==> src/rtl/arb_pkg.sv <==
// arb_pkg: shared widths and FSM state type for the round-robin one-hot arbiter
package arb_pkg;
  localparam int N_REQ = 8;
  localparam int IDX_W = 3;
  localparam int HOLD_W = 8;
  typedef enum logic {IDLE, GRANT} state_t;
endpackage

==> src/rtl/arbiter_rr_1hot_8_if.sv <==
// arbiter_rr_1hot_8_if: request/grant bundle between requesters and the arbiter
interface arbiter_rr_1hot_8_if;
  import arb_pkg::*;
  logic [N_REQ-1:0] req;
  logic [N_REQ-1:0] grant;
  logic grant_valid;
  logic busy;
  modport master (output req, input grant, grant_valid, busy);
  modport slave (input req, output grant, grant_valid, busy);
endinterface

==> src/rtl/rr_pick_8.sv <==
// rr_pick_8: combinational round-robin pick of the first request at or after ptr
module rr_pick_8
  import arb_pkg::*;
(
  input  logic [N_REQ-1:0] req,
  input  logic [IDX_W-1:0] ptr,
  output logic [IDX_W-1:0] pick_idx,
  output logic             pick_any
);
  logic [N_REQ-1:0] rot;
  logic [IDX_W-1:0] off;
  always_comb begin
    rot = N_REQ'({req, req} >> ptr);
    off = '0;
    for (int i = N_REQ - 1; i >= 0; i--)
      if (rot[i]) off = IDX_W'(i);
  end
  assign pick_idx = ptr + off;
  assign pick_any = |req;
endmodule

==> src/rtl/arbiter_rr_1hot_8.sv <==
// arbiter_rr_1hot_8: round-robin arbiter with registered one-hot grant, hold timeout and release bubble
module arbiter_rr_1hot_8
  import arb_pkg::*;
#(
  parameter int MAX_HOLD = 16
) (
  input logic clk,
  input logic rst_n,
  arbiter_rr_1hot_8_if.slave bus
);
  localparam logic [HOLD_W-1:0] MAX_H = HOLD_W'(MAX_HOLD);
  state_t state_q, state_d;
  logic [IDX_W-1:0] ptr_q, ptr_d, owner_q, owner_d, pick_idx;
  logic [HOLD_W-1:0] hold_cnt_q, hold_cnt_d;
  logic [N_REQ-1:0] grant_q, grant_d;
  logic pick_any, release_now;
  rr_pick_8 u_pick (
    .req      (bus.req),
    .ptr      (ptr_q),
    .pick_idx (pick_idx),
    .pick_any (pick_any)
  );
  // grant only ever moves through IDLE, so the encoder never sees two one-hot words back-to-back
  always_comb begin
    state_d = state_q;
    ptr_d = ptr_q;
    owner_d = owner_q;
    hold_cnt_d = hold_cnt_q;
    grant_d = grant_q;
    release_now = !bus.req[owner_q] || (MAX_HOLD != 0 && hold_cnt_q == MAX_H);
    if (state_q == IDLE) begin
      if (pick_any) begin
        grant_d = {{(N_REQ-1){1'b0}}, 1'b1} << pick_idx;
        owner_d = pick_idx;
        hold_cnt_d = HOLD_W'(1);
        state_d = GRANT;
      end
    end else if (release_now) begin
      grant_d = '0;
      ptr_d = owner_q + IDX_W'(1);
      state_d = IDLE;
    end else begin
      hold_cnt_d = hold_cnt_q + HOLD_W'(~&hold_cnt_q);
    end
  end
  always_ff @(posedge clk) begin
    if (!rst_n) begin
      state_q <= IDLE;
      ptr_q <= '0;
      owner_q <= '0;
      hold_cnt_q <= '0;
      grant_q <= '0;
    end else begin
      state_q <= state_d;
      ptr_q <= ptr_d;
      owner_q <= owner_d;
      hold_cnt_q <= hold_cnt_d;
      grant_q <= grant_d;
    end
  end
  assign bus.grant = grant_q;
  assign bus.grant_valid = state_q == GRANT;
  assign bus.busy = state_q == GRANT;
endmodule

==> src/flat_wrapper.sv <==
// flat-port wrapper written by rule: the top's interface ports become plain ports
module arbiter_rr_1hot_8_flat import arb_pkg::*;
#(
  parameter int MAX_HOLD = 16
)
  (clk, rst_n, bus_req, bus_grant, bus_grant_valid, bus_busy);
  arbiter_rr_1hot_8_if bus_i ();
  input logic clk;
  input logic rst_n;
  input wire logic [$bits(bus_i.req)-1:0] bus_req;
  output wire logic [$bits(bus_i.grant)-1:0] bus_grant;
  output wire logic [$bits(bus_i.grant_valid)-1:0] bus_grant_valid;
  output wire logic [$bits(bus_i.busy)-1:0] bus_busy;
  assign bus_i.req = bus_req;
  assign bus_grant = bus_i.grant;
  assign bus_grant_valid = bus_i.grant_valid;
  assign bus_busy = bus_i.busy;
  arbiter_rr_1hot_8 #(.MAX_HOLD(MAX_HOLD)) u_core (.clk(clk), .rst_n(rst_n), .bus(bus_i));
endmodule
==> config.mk <==
export PLATFORM = sky130hd
export DESIGN_NAME = arbiter_rr_1hot_8_flat
export DESIGN_NICKNAME = d
export VERILOG_FILES = /design/src/rtl/arb_pkg.sv /design/src/rtl/arbiter_rr_1hot_8_if.sv /design/src/rtl/rr_pick_8.sv /design/src/rtl/arbiter_rr_1hot_8.sv /design/src/flat_wrapper.sv
export SDC_FILE = /design/constraint.sdc
export NUM_CORES = 1
export LEC_CHECK = 0
export ABC_AREA = 1
export CORE_ASPECT_RATIO = 1.25
export CORE_MARGIN = 2
export CORE_UTILIZATION = 56
export DETAILED_ROUTE_END_ITERATION = 6
export DONT_BUFFER_PORTS = 1
export PLACE_DENSITY_LB_ADDON = 0.05
export SLEW_MARGIN = 30
export SYNTH_ARGS = -nofsm -noshare
export SYNTH_HDL_FRONTEND = slang
export SYNTH_SLANG_ARGS = --single-unit
==> constraint.sdc <==
create_clock -name clk -period 6.05 [get_ports clk]
set_input_delay 0.605 -clock clk [delete_from_list [all_inputs] [get_ports clk]]
set_output_delay 0.605 -clock clk [all_outputs]
set_load 0.005 [all_outputs]
== Yosys cells after proc, flatten, opt, wreduce, memory -nomap -nowiden ==
Cells that the tools add are included.

* Multipliers: 0
* Reduce and logical (&&, ||, !) cells: 10
* Equality and inequality tests: 3
* Order comparisons: 1
* Bitwise gates (word level): 1
* Div/mod/pow operators: 0
* Add/sub/neg operators: 3
* Mux-type cells: 19
* Shift-type cells: 2

{| class="wikitable"
|+ Operators with widths
! kind !! count
|-
| 2-to-1 mux 8 bit || 6
|-
| 2-to-1 mux 3 bit || 8
|-
| >> shifter 16 x 3 -> 8 bit || 1
|-
| adder 8 x 1 -> 8 bit || 1
|-
| == test 8 x 5 -> 1 bit (second input constant) || 1
|-
| AND reduction 2 bit || 4
|-
| AND reduction 8 bit || 1
|-
| OR reduction 8 bit || 1
|-
| left shift 1 x 3 -> 8 bit (first input constant) || 1
|-
| < comparator 3 x 4 -> 1 bit (second input constant) || 1
|-
| 2-to-1 mux 1 bit || 4
|-
| != test 2 bit (second input constant) || 2
|-
| adder 3 x 1 -> 3 bit (second input constant) || 1
|-
| adder 3 bit || 1
|-
| binary-select mux 1 bit (select 3 bit) || 1
|-
| logical NOT 1 bit || 2
|-
| nonzero test 2 bit || 1
|-
| logical OR 1 bit || 1
|-
| inverter 1 bit || 1
|}

* Memories kept: 0
* Bits in latches: 0
* Flip-flop bits (word level): 23
* Bits in read-only memories: 0
* Logic and storage cells: 44
* Input bits: 10
* RAM bits: 0

== Logic depth before layout (Yosys ltp) ==
Gate-level depths: netlist of the first run.

* Word-level depth: 13
* Mapped depth: 20
* Mapped depth without buffers: 19

== By module ==
Synthesis of the first run repeated with hierarchy kept, for this count alone.

* Cell total of the unflattened synthesis: 296
* Area, all modules: 1833.0 µm²

{| class="wikitable"
|+ By module, submodules not included
! module !! seq. area each (µm²) !! area an instance (µm²) !! instances !! cells an instance
|-
| arbiter_rr_1hot_8 || 460.4 || 1301.2 || 1 || 198
|-
| rr_pick_8 || 0.0 || 531.8 || 1 || 98
|}

== Least setup slack after synthesis of the first run ==
Ideal clock, no wire load.

* Kind: input-to-reg
* From: input port bus_req[1]
* To: register u_core.grant_q[2], in the netlist u_core.bus.grant[2]
* Required time: 5.919 ns
* Slack: 3.341 ns
* Path buffers: 0
* Cell stages on the path: 18
* Data arrival time: 2.579 ns
* Cells stage by stage: nand2_1 nand3_2 nand3_1 nand2_1 inv_1 a21oi_1 o21ai_0 nand2_1 a21boi_0 ha_1 inv_1 fa_1 xor2_1 inv_1 nand3_4 nand2_4 nand2_1 a21oi_2

* Word-level cells in the longest chain between the ends: 13
* Elaborated cells between the ends (all ways): 21
* Classes of those cells: 1 x add/sub; 1 x eq/ne; 2 x shift; 12 x mux; 5 x reduce/logical

{| class="wikitable"
|+ RTL lines
! item !! line !! source
|-
| start, declared || flat_wrapper.sv:10 || <nowiki>input wire logic [$bits(bus_i.req)-1:0] bus_req;</nowiki>
|-
| >> shifter 16 x 3 -> 8 bit || rr_pick_8.sv:13 || <nowiki>rot = N_REQ'({req, req} >> ptr);</nowiki>
|-
| 2-to-1 mux 3 bit (8 in series) || rr_pick_8.sv:16 || <nowiki>if (rot[i]) off = IDX_W'(i);</nowiki>
|-
| adder 3 bit || rr_pick_8.sv:18 || <nowiki>assign pick_idx = ptr + off;</nowiki>
|-
| left shift 1 x 3 -> 8 bit || arbiter_rr_1hot_8.sv:33 || <nowiki>grant_d = {{(N_REQ-1){1'b0}}, 1'b1} << pick_idx;</nowiki>
|-
| 2-to-1 mux 8 bit || arbiter_rr_1hot_8.sv:32 || <nowiki>if (pick_any) begin</nowiki>
|-
| 2-to-1 mux 8 bit || arbiter_rr_1hot_8.sv:31 || <nowiki>if (state_q == IDLE) begin</nowiki>
|-
| end signal, assigned || arbiter_rr_1hot_8.sv:58 || <nowiki>grant_q <= grant_d;</nowiki>
|-
| end, declared || arbiter_rr_1hot_8.sv:15 || <nowiki>logic [N_REQ-1:0] grant_q, grant_d;</nowiki>
|}

Several ways; a longest one is shown, not always the timed one. The select of a mux whose other input is x is not followed.
A chain may end at the register's enable or synchronous reset.

== Worst setup path after layout of the first run ==
* From: register u_core.ptr_q[0]
* To: register u_core.grant_q[3], in the netlist u_core.bus.grant[3]

* Word-level cells in the longest chain between the ends: 13

{| class="wikitable"
|+ RTL lines
! item !! line !! source
|-
| start, declared || arbiter_rr_1hot_8.sv:13 || <nowiki>logic [IDX_W-1:0] ptr_q, ptr_d, owner_q, owner_d, pick_idx;</nowiki>
|-
| start signal, assigned || arbiter_rr_1hot_8.sv:55 || <nowiki>ptr_q <= ptr_d;</nowiki>
|-
| >> shifter 16 x 3 -> 8 bit || rr_pick_8.sv:13 ||
|-
| 2-to-1 mux 3 bit (8 in series) || rr_pick_8.sv:16 ||
|-
| adder 3 bit * || rr_pick_8.sv:18 ||
|-
| left shift 1 x 3 -> 8 bit * || arbiter_rr_1hot_8.sv:33 ||
|-
| 2-to-1 mux 8 bit * || arbiter_rr_1hot_8.sv:32 ||
|-
| 2-to-1 mux 8 bit * || arbiter_rr_1hot_8.sv:31 ||
|}

Mark *: on every way between the ends. The rest lies on a longest branch, timed or not. The select of a mux whose other input is x is not followed.

==> results of run 1 <==
==> routing by layer <==
layer / share of wire / vias up
met5: 0 / -
met1: 0.42 / 736
met4: 0.012 / 0
li1: - / 840
met2: 0.54 / 26
met3: 0.032 / 5
==> cells in the final DEF, fill, tap and decap left out, types with 2 or more instances in the layout <==
| cell type | instances |
|---|---|
| nor4_1 | 2 |
| nand4_1 | 5 |
| inv_2 | 2 |
| ha_1 | 4 |
| nand2_4 | 3 |
| nand3_1 | 44 |
| xor2_1 | 6 |
| nand3_2 | 6 |
| nor2_1 | 11 |
| nor2_4 | 2 |
| inv_1 | 19 |
| o22ai_1 | 2 |
| o21ai_0 | 9 |
| dfxtp_1 | 23 |
| nand2_1 | 52 |
| a21oi_1 | 20 |
| nor3_1 | 3 |
| nand2_2 | 18 |
| o21ai_1 | 2 |
| clkbuf_4 | 3 |
==> final cells by class <==
type | instances | share of cell area
Clock buffer | 4 | 0.0151
Inverter | 23 | 0.0539
Multi-Input combinational cell | 199 | 0.641
Sequential cell | 23 | 0.264
Tap cell | 36 | 0.0259
==> stage by stage <==
stage | utilization | hold slack, ns | std cells | total power, mW
final | 0.591 | 0.415 | 285 | 0.780
after global routing | 0.591 | 0.422 | 285 | 0.853
after CTS | 0.591 | 0.402 | 285 | 0.786
after detailed placement | 0.582 | 0.497 | 281 | 0.715
after global placement | 0.582 | 0.495 | 281 | 0.713
after floorplan | - | 0.477 | 253 | 0.639
==> cell families (layout without fill, tap and decap cells) <==
family | count (synthesis) | in the layout | synth area share
xor+xnor | 7 | 7 | 0.0355
compound gates | 37 | 37 | 0.116
fa+ha+maj | 5 | 5 | 0.0406
flops | 23 | 23 | 0.266
buf+inv | 31 | 27 | 0.0876
simple gates | 150 | 150 | 0.454
==> sequential cells by signal (all words and copies together), names as in the netlist <==
| register | cells |
|---|---|
| u_core.bus.busy | 1 |
| u_core.owner_q | 3 |
| u_core.bus.grant | 8 |
| u_core.hold_cnt_q | 8 |
| u_core.ptr_q | 3 |
==> worst paths after layout <==
| check | slack [ns] | endpoint |
|---|---|---|
| worst max-delay path | 3.03 | u_core.bus.grant[3] |
| worst min-delay path | 0.42 | u_core.ptr_q[1] |
| worst max register to register | 3.03 | u_core.bus.grant[3] |
| worst min register to register | 0.52 | u_core.bus.grant[5] |
==> worst reg2reg max path: stages, from the launching register on <==
cell      delay, ns
dfxtp_1        0.60
inv_6          0.12
nand2_2        0.10
nand3_2        0.08
nand3_1        0.11
nand2_1        0.10
inv_1          0.07
a21oi_1        0.05
o21ai_0        0.14
nand2_1        0.06
a21boi_0       0.16
ha_1           0.17
inv_1          0.05
fa_1           0.37
xor2_1         0.28
inv_1          0.12
nand3_4        0.13
nand2_4        0.07
nand2_1        0.07
a21oi_1        0.06
==> power breakdown <==
part / total (mW) / internal [mW] / switching (mW) / leakage, nW
sequential: 0.242 / 0.187 / 0.0549 / 0.187
combinational: 0.469 / 0.162 / 0.307 / 0.522
clock: 0.0698 / 0.0258 / 0.0441 / 0.0150
total: 0.780 / 0.374 / 0.406 / 0.725
==> key figures, run 1 <==
Run status
  – Outcome: completed

Synthesis
  – Asr flop ratio synth: 0
  – Syn Area/Cell: 6.83 um^2
  – Syn Inst Count: 253
  – Library cells used by synthesis: 35
  – Post-synth EDFFs: 0
  – Largest cells by area after synthesis: dfxtp_1 27%, nand3_1 13%, nand2_1 11%
  – Seq/Total Area, Yosys: 0.266
  – Most frequent cell after synthesis: nand2_1
  – Post-Syn Area: 1730 um^2
  – Synth warnings: 0
  – Synth cell count leaders: 52 x nand2_1, 44 x nand3_1, 23 x dfxtp_1
  – Synth Register Bits: 23
  – Largest area contributor in the netlist: dfxtp_1
  – Post-Syn Nets: 268
  – Main synth FF type: dfxtp_1
  – Synth top area share: 0.266

Timing
  – Setup violations, final: 0
  – Final worst-path cycle share: 0.500
  – Fmax: 0.331 GHz
  – RSZ-0062 raised after global routing: no
  – Slew headroom: 0.680
  – Max Slew Vio Count: 0
  – Post-route setup slack: 3.03 ns
  – Worst slew pin tran: 0.479 ns
  – Worst Skew: 0.00447 ns
  – Setup TNS: 0 ns
  – Crit path time final: 3.02 ns
  – Fin. Hold Viols: 0

Global route
  – Largest net degree at the start of global routing: 18
  – First-pass GRT wire length: 6300 um
  – Top Usage Layer GRT: met2
  – Global route overflow: 0
  – Met3 global-route usage: 0.0204
  – GR Layer Usage met1: 0.268
  – GRT met2 Usage: 0.444
  – Initial antenna violation count: 0
  – Number of global-route vias before repair: 1477
  – Total Routing Usage GR: 0.236

Critical path
  – Reg2Reg Depth: 19
  – WP data required: 6.24 ns
  – Bufs and invs on worst path: 4
  – Critical path startpoint category: flop
  – Path length in cells of the critical path: 19
  – CP arrival: 3.21 ns
  – WS Path Type: flop to flop
  – CP max stage cell: dfxtp_1
  – CP top delay family: simple AND/OR/NAND/NOR gates
  – Critical R2R Launch: u_core.ptr_q[0]
  – Crit path largest cell delay: 0.60 ns
  – Endpoint type of the worst setup path: flop
  – Crit-path cells: inv_6, nand2_2, nand3_2, nand3_1, nand2_1, inv_1, a21oi_1, o21ai_0, nand2_1, a21boi_0, ha_1, inv_1, fa_1, xor2_1, inv_1, nand3_4, nand2_4, nand2_1, a21oi_1
  – Crit path from: u_core.ptr_q[0]
  – Max FO, Critical Path: 10

Clock tree
  – CTS tree: built
  – Number of buffers created by CTS: 3
  – CTS Sinks: 23
  – CTS H-tree lvls: 1
  – Clk pin slew, worst setup/hold paths: 0.12 ns
  – # hold bufs at CTS: 0
  – Post-CTS setup repair buffer count: 0
  – # resized after CTS: 0
  – Clock latency on the worst-skew pair: 0.31 ns
  – CTS root buf: clkbuf_4
  – Clock Path Buffers: 2

Drt
  – Via/cell ratio: 5.64
  – DR WL/cell: 13.8 um
  – Drt first pass iters: 4
  – DRT antenna net count: 0
  – Vias: 1607
  – DR iter-0 viols: 41
  – Total Wirelength: 3920 um
  – # DRC: 0

Final layout
  – Layout area overhead: 0.797%
  – Fin nets: 265
  – Fillers: 301
  – Antenna Diode Count: 0
  – Final Instance Area: 1740 um^2
  – Share of layout cells above drive strength 1: 0.161
  – Area of the multi-input gates: 1120 um^2
  – FF+latch area: 460 um^2

Place
  – Pre-CTS WS: 3.03 ns
  – Hpwl dp: 3050 um
  – I/O Buffers: 0
  – Placer Congestion: 0.814
  – Cell Area, Placed: 1720 um^2

Floorplan
  – Die height: 66.1 um
  – Row count: 22
  – Starting density of the core: 0.587
  – DIE AREA: 3550 um^2
  – I/O pin cnt: 20
  – Core ar.: 2950 um^2
  – Die X: 53.7 um

Power and ir drop
  – Peak VDD IR: 0.253 mV
  – Leakage: 0.725 nW
  – PwrDens: 448 nW/um^2

Min path
  – Worst Hold Depth: 2
  – Hold crit path type: primary input to flop
  – Hold Path Origin: rst_n

Run
  – MaxCap Viol Count: 0
No activity file was read; power rests on OpenSTA's default activity.
==> run 2: changes to the inputs <==
==> constraint.sdc (replaced) <==
create_clock -name clk -period 2.6 [get_ports clk]
set_input_delay 0.26 -clock clk [delete_from_list [all_inputs] [get_ports clk]]
set_output_delay 0.26 -clock clk [all_outputs]
set_load 0.005 [all_outputs]
==> run 2 against run 1 <==
  * The run now ends with negative setup slack left
  * Sequential cell count unchanged
  * Die area is the same
  * Routed wire length is 12% higher
  * Total power grew to 3.0 times the previous value
  * Global-route usage up 1.9 points
  * Fmax is 14% higher
  * Count of clock-buffer cells in the layout is 1 lower
  * Core utilization increased by 13 points
==> key figures, run 2 (synthesized netlist as in run 1, its figures left out) <==
Floorplan
  – Starting density of the core: 0.587 (unchanged)
  – Die X: 53.7 um (unchanged)
  – I/O pin cnt: 20 (unchanged)
  – Die height: 66.1 um (unchanged)
  – Core ar.: 2950 um^2 (unchanged)
  – Row count: 22 (unchanged)
  – DIE AREA: 3550 um^2 (unchanged)

Final layout
  – Fillers: 250 (-17%)
  – Layout area overhead: 23.2%
  – Fin nets: 292 (+10%)
  – Antenna Diode Count: 0 (unchanged)
  – Share of layout cells above drive strength 1: 0.359 (+0.198)
  – Commonest cells after routing, fill and taps aside: 45 x nand2_1, 32 x nand3_1, 21 x nand2_2, 21 x buf_4, 21 x dfxtp_1
  – Commonest non-fill, non-tap cell in the layout: nand2_1
  – Final Instance Area: 2130 um^2 (+22%)

Clock tree
  – CTS tree: built
  – CTS root buf: clkbuf_4
  – Clock Path Buffers: 2 (unchanged)
  – Clock latency on the worst-skew pair: 0.31 ns (about the same)
  – CTS Sinks: 23 (unchanged)
  – CTS H-tree lvls: 1 (unchanged)
  – Number of buffers created by CTS: 3 (unchanged)
  – Clk pin slew, worst setup/hold paths: 0.12 ns (about the same)
  – # hold bufs at CTS: 0 (unchanged)

Place
  – Placer Congestion: 0.857 (+5.3%)
  – Pre-CTS WS: -0.151 ns (-3.18 ns)
  – Hpwl dp: 3180 um (+4.0%)
  – Cell Area, Placed: 1880 um^2 (+9.5%)
  – I/O Buffers: 0 (unchanged)

Timing
  – Max Slew Vio Count: 0 (unchanged)
  – Worst slew pin tran: 0.496 ns (+0.0161 ns)
  – Final worst-path cycle share: 1.02 (+0.522)
  – Fmax: 0.377 GHz (+14%)
  – RSZ-0062 raised after global routing: yes
  – Crit path time final: 2.66 ns (-0.367 ns)
  – Setup TNS: -0.280 ns (-0.280 ns)
  – Fin. Hold Viols: 0 (unchanged)
  – Worst Skew: 0.00356 ns (-0.000909 ns)
  – Fin Hold WS: 0.0725 ns (-0.343 ns)
  – Setup violations, final: 7 (+7)
  – Post-route setup slack: -0.0553 ns (-3.08 ns)
  – Slew headroom: 0.669 (-0.0108)

Global route
  – Global route overflow: 0 (unchanged)
  – Number of global-route vias before repair: 1642 (+11%)
  – Initial antenna violation count: 0 (unchanged)
  – Total Routing Usage GR: 0.255 (+0.0187)
  – First-pass GRT wire length: 6830 um (+8.4%)
  – Largest net degree at the start of global routing: 18 (unchanged)

Drt
  – DR iter-0 viols: 43 (+4.9%)
  – Via/cell ratio: 5.59 (-0.87%)
  – DRT antenna net count: 0 (unchanged)
  – DR WL/cell: 14.1 um (+2.4%)
  – # DRC: 0 (unchanged)
  – Drt first pass iters: 4 (unchanged)
  – Total Wirelength: 4400 um (+12%)
  – Vias: 1744 (+8.5%)

Run status
  – Failing checks: negative setup slack
  – Outcome: complete, but fails checks

Critical path
  – CP arrival: 2.90 ns (-0.31 ns)
  – Max FO, Critical Path: 7 (-3)
  – Critical path startpoint category: flop
  – WS Path Type: flop to flop
  – WP data required: 2.84 ns (-3.40 ns)
  – Endpoint type of the worst setup path: flop

Power and ir drop
  – Switching share of power: 0.482 (-0.0381)
  – Cell Int Power: 1.22 mW (+230%)
  – Leakage: 0.917 nW (+27%)
  – NetSw: 1.14 mW (+180%)
  – Peak VDD IR: 0.750 mV (+200%)
  – PwrDens: 1110 nW/um^2 (+150%)
  – Pwr Total: 2.35 mW (+200%)
  – Sequential power share: 0.232 (-0.078)
  – Clock share of power: 0.069 (-0.021)
  – Combinational power share: 0.699 (+0.098)

Run
  – MaxCap Viol Count: 0 (unchanged)

Min path
  – Hold crit path type: primary input to flop
-- run 2: cell types whose count changed in the layout (fill, tap and decap cells not counted), moves of 3 or more --
cell | previous run | this run
buf_4 | 0 | 21
nand2_2 | 18 | 21
inv_1 | 19 | 15
nand2_4 | 3 | 7
nand3_2 | 6 | 15
inv_2 | 2 | 6
nand3_4 | 1 | 4
nand3_1 | 44 | 32
buf_6 | 0 | 4
nand2_1 | 52 | 45
-- run 2: what timing repair did --
action / CTS / global route
resized for setup: 16 / 33
pin swaps: 2 / 25
endpoints found under the hold margin: 0 / 0
setup endpoints to repair: 9 / 9
gates cloned: 1 / 0
setup buffers: 2 / 4
-- run 2: per-layer routing --
layer  track usage  up-vias  share of wire
met5             0        -              0
met4         0.103        0          0.016
met3        0.0317        6          0.023
met2         0.468       23           0.54
met1         0.284      820           0.42
li1              -      895              -
-- run 2: critical path, cell delays in order, from the launching register on --
cell and delay [ns]:
dfxtp_4 0.42, buf_6 0.14, nand2_2 0.06, nand3_2 0.08, nand3_1 0.07, nand2_1 0.07, inv_1 0.08, a21oi_2 0.06
o21ai_1 0.14, nand2_1 0.09, a21boi_2 0.14, ha_2 0.18, inv_2 0.04, fa_2 0.39, xor2_2 0.17, buf_4 0.15
nand2_4 0.06, nand2_4 0.09, nand2_1 0.06, a21oi_1 0.11
-- run 2: worst paths after layout --
check	to	slack (ns)	start	cells after the start
max	u_core.bus.grant[3]	-0.06	u_core.ptr_q[0]	19
min	u_core.ptr_q[0]	0.07	rst_n	2
max reg2reg	u_core.bus.grant[3]	-0.06	u_core.ptr_q[0]	19
min reg2reg	u_core.bus.grant[7]	0.51	u_core.bus.grant[7]	2
-- run 2: stage by stage --
step	std cells	util
floorplan	253	-
global placement	301	0.638
detailed placement	301	0.638
CTS	308	0.669
global route	312	0.723
finish	312	0.723
-- run 2: final cells by class --
type | count | area, um^2 | area share
timing repair inverter | 1 | 6.26 | 0.00294
tap | 36 | 45.0 | 0.0212
multi-input combinational | 199 | 1260 | 0.592
clock inverter | 1 | 5.00 | 0.00235
timing repair buffer | 26 | 223 | 0.105
inverter | 23 | 101 | 0.0476
clock buffer | 3 | 22.5 | 0.0106
sequential | 23 | 465 | 0.219
-- run 2: power by group through the flow --
| stage | clock network, mW | registers [mW] | logic, mW |
|---|---|---|---|
| floorplan | 0 | 0.502 | 0.984 |
| global placement | 0 | 0.543 | 1.37 |
| detailed placement | 0 | 0.545 | 1.37 |
| CTS | 0.170 | 0.543 | 1.44 |
| global route | 0.184 | 0.559 | 1.81 |
| finish | 0.161 | 0.547 | 1.65 |
==> run 3: changes to the inputs <==
--- a/config.mk
+++ b/config.mk
@@ -11,7 +11,7 @@
 export CORE_UTILIZATION = 56
 export DETAILED_ROUTE_END_ITERATION = 6
 export DONT_BUFFER_PORTS = 1
-export PLACE_DENSITY_LB_ADDON = 0.05
+export PLACE_DENSITY = 0.74
 export SLEW_MARGIN = 30
 export SYNTH_ARGS = -nofsm -noshare
 export SYNTH_HDL_FRONTEND = slang
==> run 3 against run 2 <==
  * The run still ends with negative setup slack left
  * Total power decreased by 0.51%
  * Die area unchanged
  * Core utilization decreased by 1.2 points
  * Sequential share of layout area increased by 0.37 points
  * Non-clock buffer count decreased by 5
  * Combinational power about the same
  * Fmax decreased by 1.0%
  * Global-route usage decreased by 0.83 points
==> key figures, run 3 (synthesized netlist as in run 1, its figures left out) <==
Final layout
  – Antenna Diode Count: 0 (unchanged)
  – Final Core Density: 0.711 (-0.0119)
  – Commonest non-fill, non-tap cell in the layout: nand2_1
  – Layout area overhead: 21.1%
  – Fillers: 248 (-0.80%)
  – Fin nets: 286 (-2.1%)
  – Share of layout cells above drive strength 1: 0.393 (+0.0339)
  – Final Instance Area: 2090 um^2 (-1.6%)
  – Commonest cells after routing, fill and taps aside: 40 x nand2_1, 30 x nand3_1, 28 x nand2_2

Place
  – Placer Congestion: 0.870 (+1.6%)
  – Cell Area, Placed: 1880 um^2 (-0.13%)
  – Hpwl dp: 3150 um (-0.88%)
  – I/O Buffers: 0 (unchanged)

Global route
  – Number of global-route vias before repair: 1556 (-5.2%)
  – Largest net degree at the start of global routing: 18 (unchanged)
  – Global route overflow: 0 (unchanged)
  – First-pass GRT wire length: 6680 um (-2.2%)
  – Initial antenna violation count: 0 (unchanged)
  – Total Routing Usage GR: 0.247 (-0.00828)

Timing
  – Slew headroom: 0.631 (-0.0381)
  – Crit path time final: 2.68 ns (+0.0269 ns)
  – Worst slew pin tran: 0.553 ns (+0.0571 ns)
  – Worst Skew: 0.00416 ns (+0.000593 ns)
  – Max Slew Vio Count: 0 (unchanged)
  – Fin. Hold Viols: 0 (unchanged)
  – Post-route setup slack: -0.0822 ns (-0.0269 ns)
  – Final worst-path cycle share: 1.03 (+0.0103)
  – Fmax: 0.373 GHz (-1.0%)
  – Setup violations, final: 9 (+2)
  – Fin Hold WS: 0.0732 ns (+0.000623 ns)
  – RSZ-0062 raised after global routing: yes

Critical path
  – Endpoint type of the worst setup path: flop
  – Crit path largest cell delay: 0.43 ns (about the same)
  – Reg2Reg Depth: 18 (-1)
  – Max FO, Critical Path: 5 (-2)
  – Worst r2r dst: u_core.bus.grant[1]
  – WP data required: 2.85 ns (about the same)
  – CP endpoint: u_core.bus.grant[1]
  – Cell mode on critical path: nand2_2
  – Critical path startpoint category: flop
  – Critical R2R Launch: u_core.ptr_q[0]
  – Crit path from: u_core.ptr_q[0]
  – CP top delay family: simple AND/OR/NAND/NOR gates
  – CP arrival: 2.93 ns (+0.03 ns)
  – Path length in cells of the critical path: 18 (-1)
  – CP max stage cell: dfxtp_4
  – Crit-path cells: buf_6, nand2_2, nand3_2, nand3_2, nand2_2, a21oi_2, o21ai_1, nand2_1, a21boi_1, ha_2, inv_2, fa_2, xor2_2, buf_4, nand2_4, nand2_4, nand2_2, a21oi_2
  – WS Path Type: flop to flop
  – Register-to-register setup slack: -0.08 ns (-0.03 ns)
  – Bufs and invs on worst path: 3 (-1)

Floorplan
  – Die X: 53.7 um (unchanged)
  – DIE AREA: 3550 um^2 (unchanged)
  – Die height: 66.1 um (unchanged)
  – Core ar.: 2950 um^2 (unchanged)
  – I/O pin cnt: 20 (unchanged)
  – Starting density of the core: 0.587 (unchanged)
  – Row count: 22 (unchanged)

Clock tree
  – Clock latency on the worst-skew pair: 0.31 ns (about the same)
  – Clock Path Buffers: 2 (unchanged)
  – CTS root buf: clkbuf_4
  – Clk pin slew, worst setup/hold paths: 0.13 ns (about the same)
  – Number of buffers created by CTS: 3 (unchanged)
  – CTS Sinks: 23 (unchanged)
  – CTS H-tree lvls: 1 (unchanged)
  – CTS tree: built

Drt
  – Drt first pass iters: 4 (unchanged)
  – DR WL/cell: 14.3 um (+1.8%)
  – # DRC: 0 (unchanged)
  – DRT antenna net count: 0 (unchanged)
  – Vias: 1744 (unchanged)
  – Total Wirelength: 4390 um (-0.18%)
  – Via/cell ratio: 5.70 (+2.0%)
  – DR iter-0 viols: 40 (-7.0%)

Run
  – MaxCap Viol Count: 0 (unchanged)

Power and ir drop
  – PwrDens: 1120 nW/um^2 (+1.2%)
  – Pwr Total: 2.34 mW (-0.51%)
  – Peak VDD IR: 0.760 mV (+1.4%)
  – Leakage: 0.865 nW (-5.7%)

Run status
  – Failing checks: negative setup slack
  – Outcome: complete, but fails checks

Min path
  – Hold crit path type: primary input to flop
  – Worst Hold Depth: 2 (unchanged)
-- run 3: changes by cell type in the layout (fill, tap and decap cells not counted), sizes merged --
| cell | delta |
|---|---|
| clkinv | +1 |
| inv | -2 |
| buf | -5 |
-- run 3: worst min-delay path by stage --
stage | from | end | slack [ns]
2_1_floorplan | rst_n | u_core.hold_cnt_q[0] | 0.40
3_3_place_gp | rst_n | u_core.ptr_q[1] | 0.41
3_5_place_dp | rst_n | u_core.hold_cnt_q[0] | 0.41
4_1_cts | rst_n | u_core.hold_cnt_q[0] | 0.08
5_1_grt | rst_n | u_core.hold_cnt_q[0] | 0.07
6_report | rst_n | u_core.hold_cnt_q[0] | 0.07
-- run 3: cell type report --
cell class	instances	area, um^2	share of cell area
multi-input cells	199	1270	0.608
inverters	23	104	0.0496
well taps	36	45.0	0.0215
clock buffers	3	22.5	0.0108
flip-flops and latches	23	465	0.222
repair buffers	21	178	0.0849
clock inverters	1	5.00	0.00239
-- run 3: what timing repair did --
| item | in CTS | in global routing |
|---|---|---|
| buffers inserted | 0 | 4 |
| hold buffers | 0 | 0 |
| pin swaps | 0 | 28 |
| endpoints found under the setup margin | 9 | 9 |
| endpoints found under the hold margin | 0 | 0 |
| cloned | 0 | 0 |
| gates resized for setup | 6 | 52 |
-- run 3: through the flow --
stage | TNS (ns) | setup slack, ns | cells
after floorplan | 0 | 0.0105 | 253
after global placement | -0.171 | -0.0425 | 299
after detailed placement | -0.909 | -0.134 | 299
after CTS | 0 | 0.0107 | 303
after global routing | -1.86 | -0.239 | 306
final | -0.425 | -0.0822 | 306
-- run 3: report_power, final --
group / internal (mW) / leakage (nW) / total [mW] / switching [mW]
clock network: 0.0574 / 0.0177 / 0.165 / 0.107
registers: 0.439 / 0.188 / 0.554 / 0.115
logic: 0.690 / 0.659 / 1.62 / 0.932
-- run 3: routing by layer --
metal,up-vias,routed length (um),track usage
met2,36,2390,0.459
li1,880,-,-
met3,6,185,0.0226
met4,0,43,0.0545
met5,-,0,0
met1,822,1770,0.294
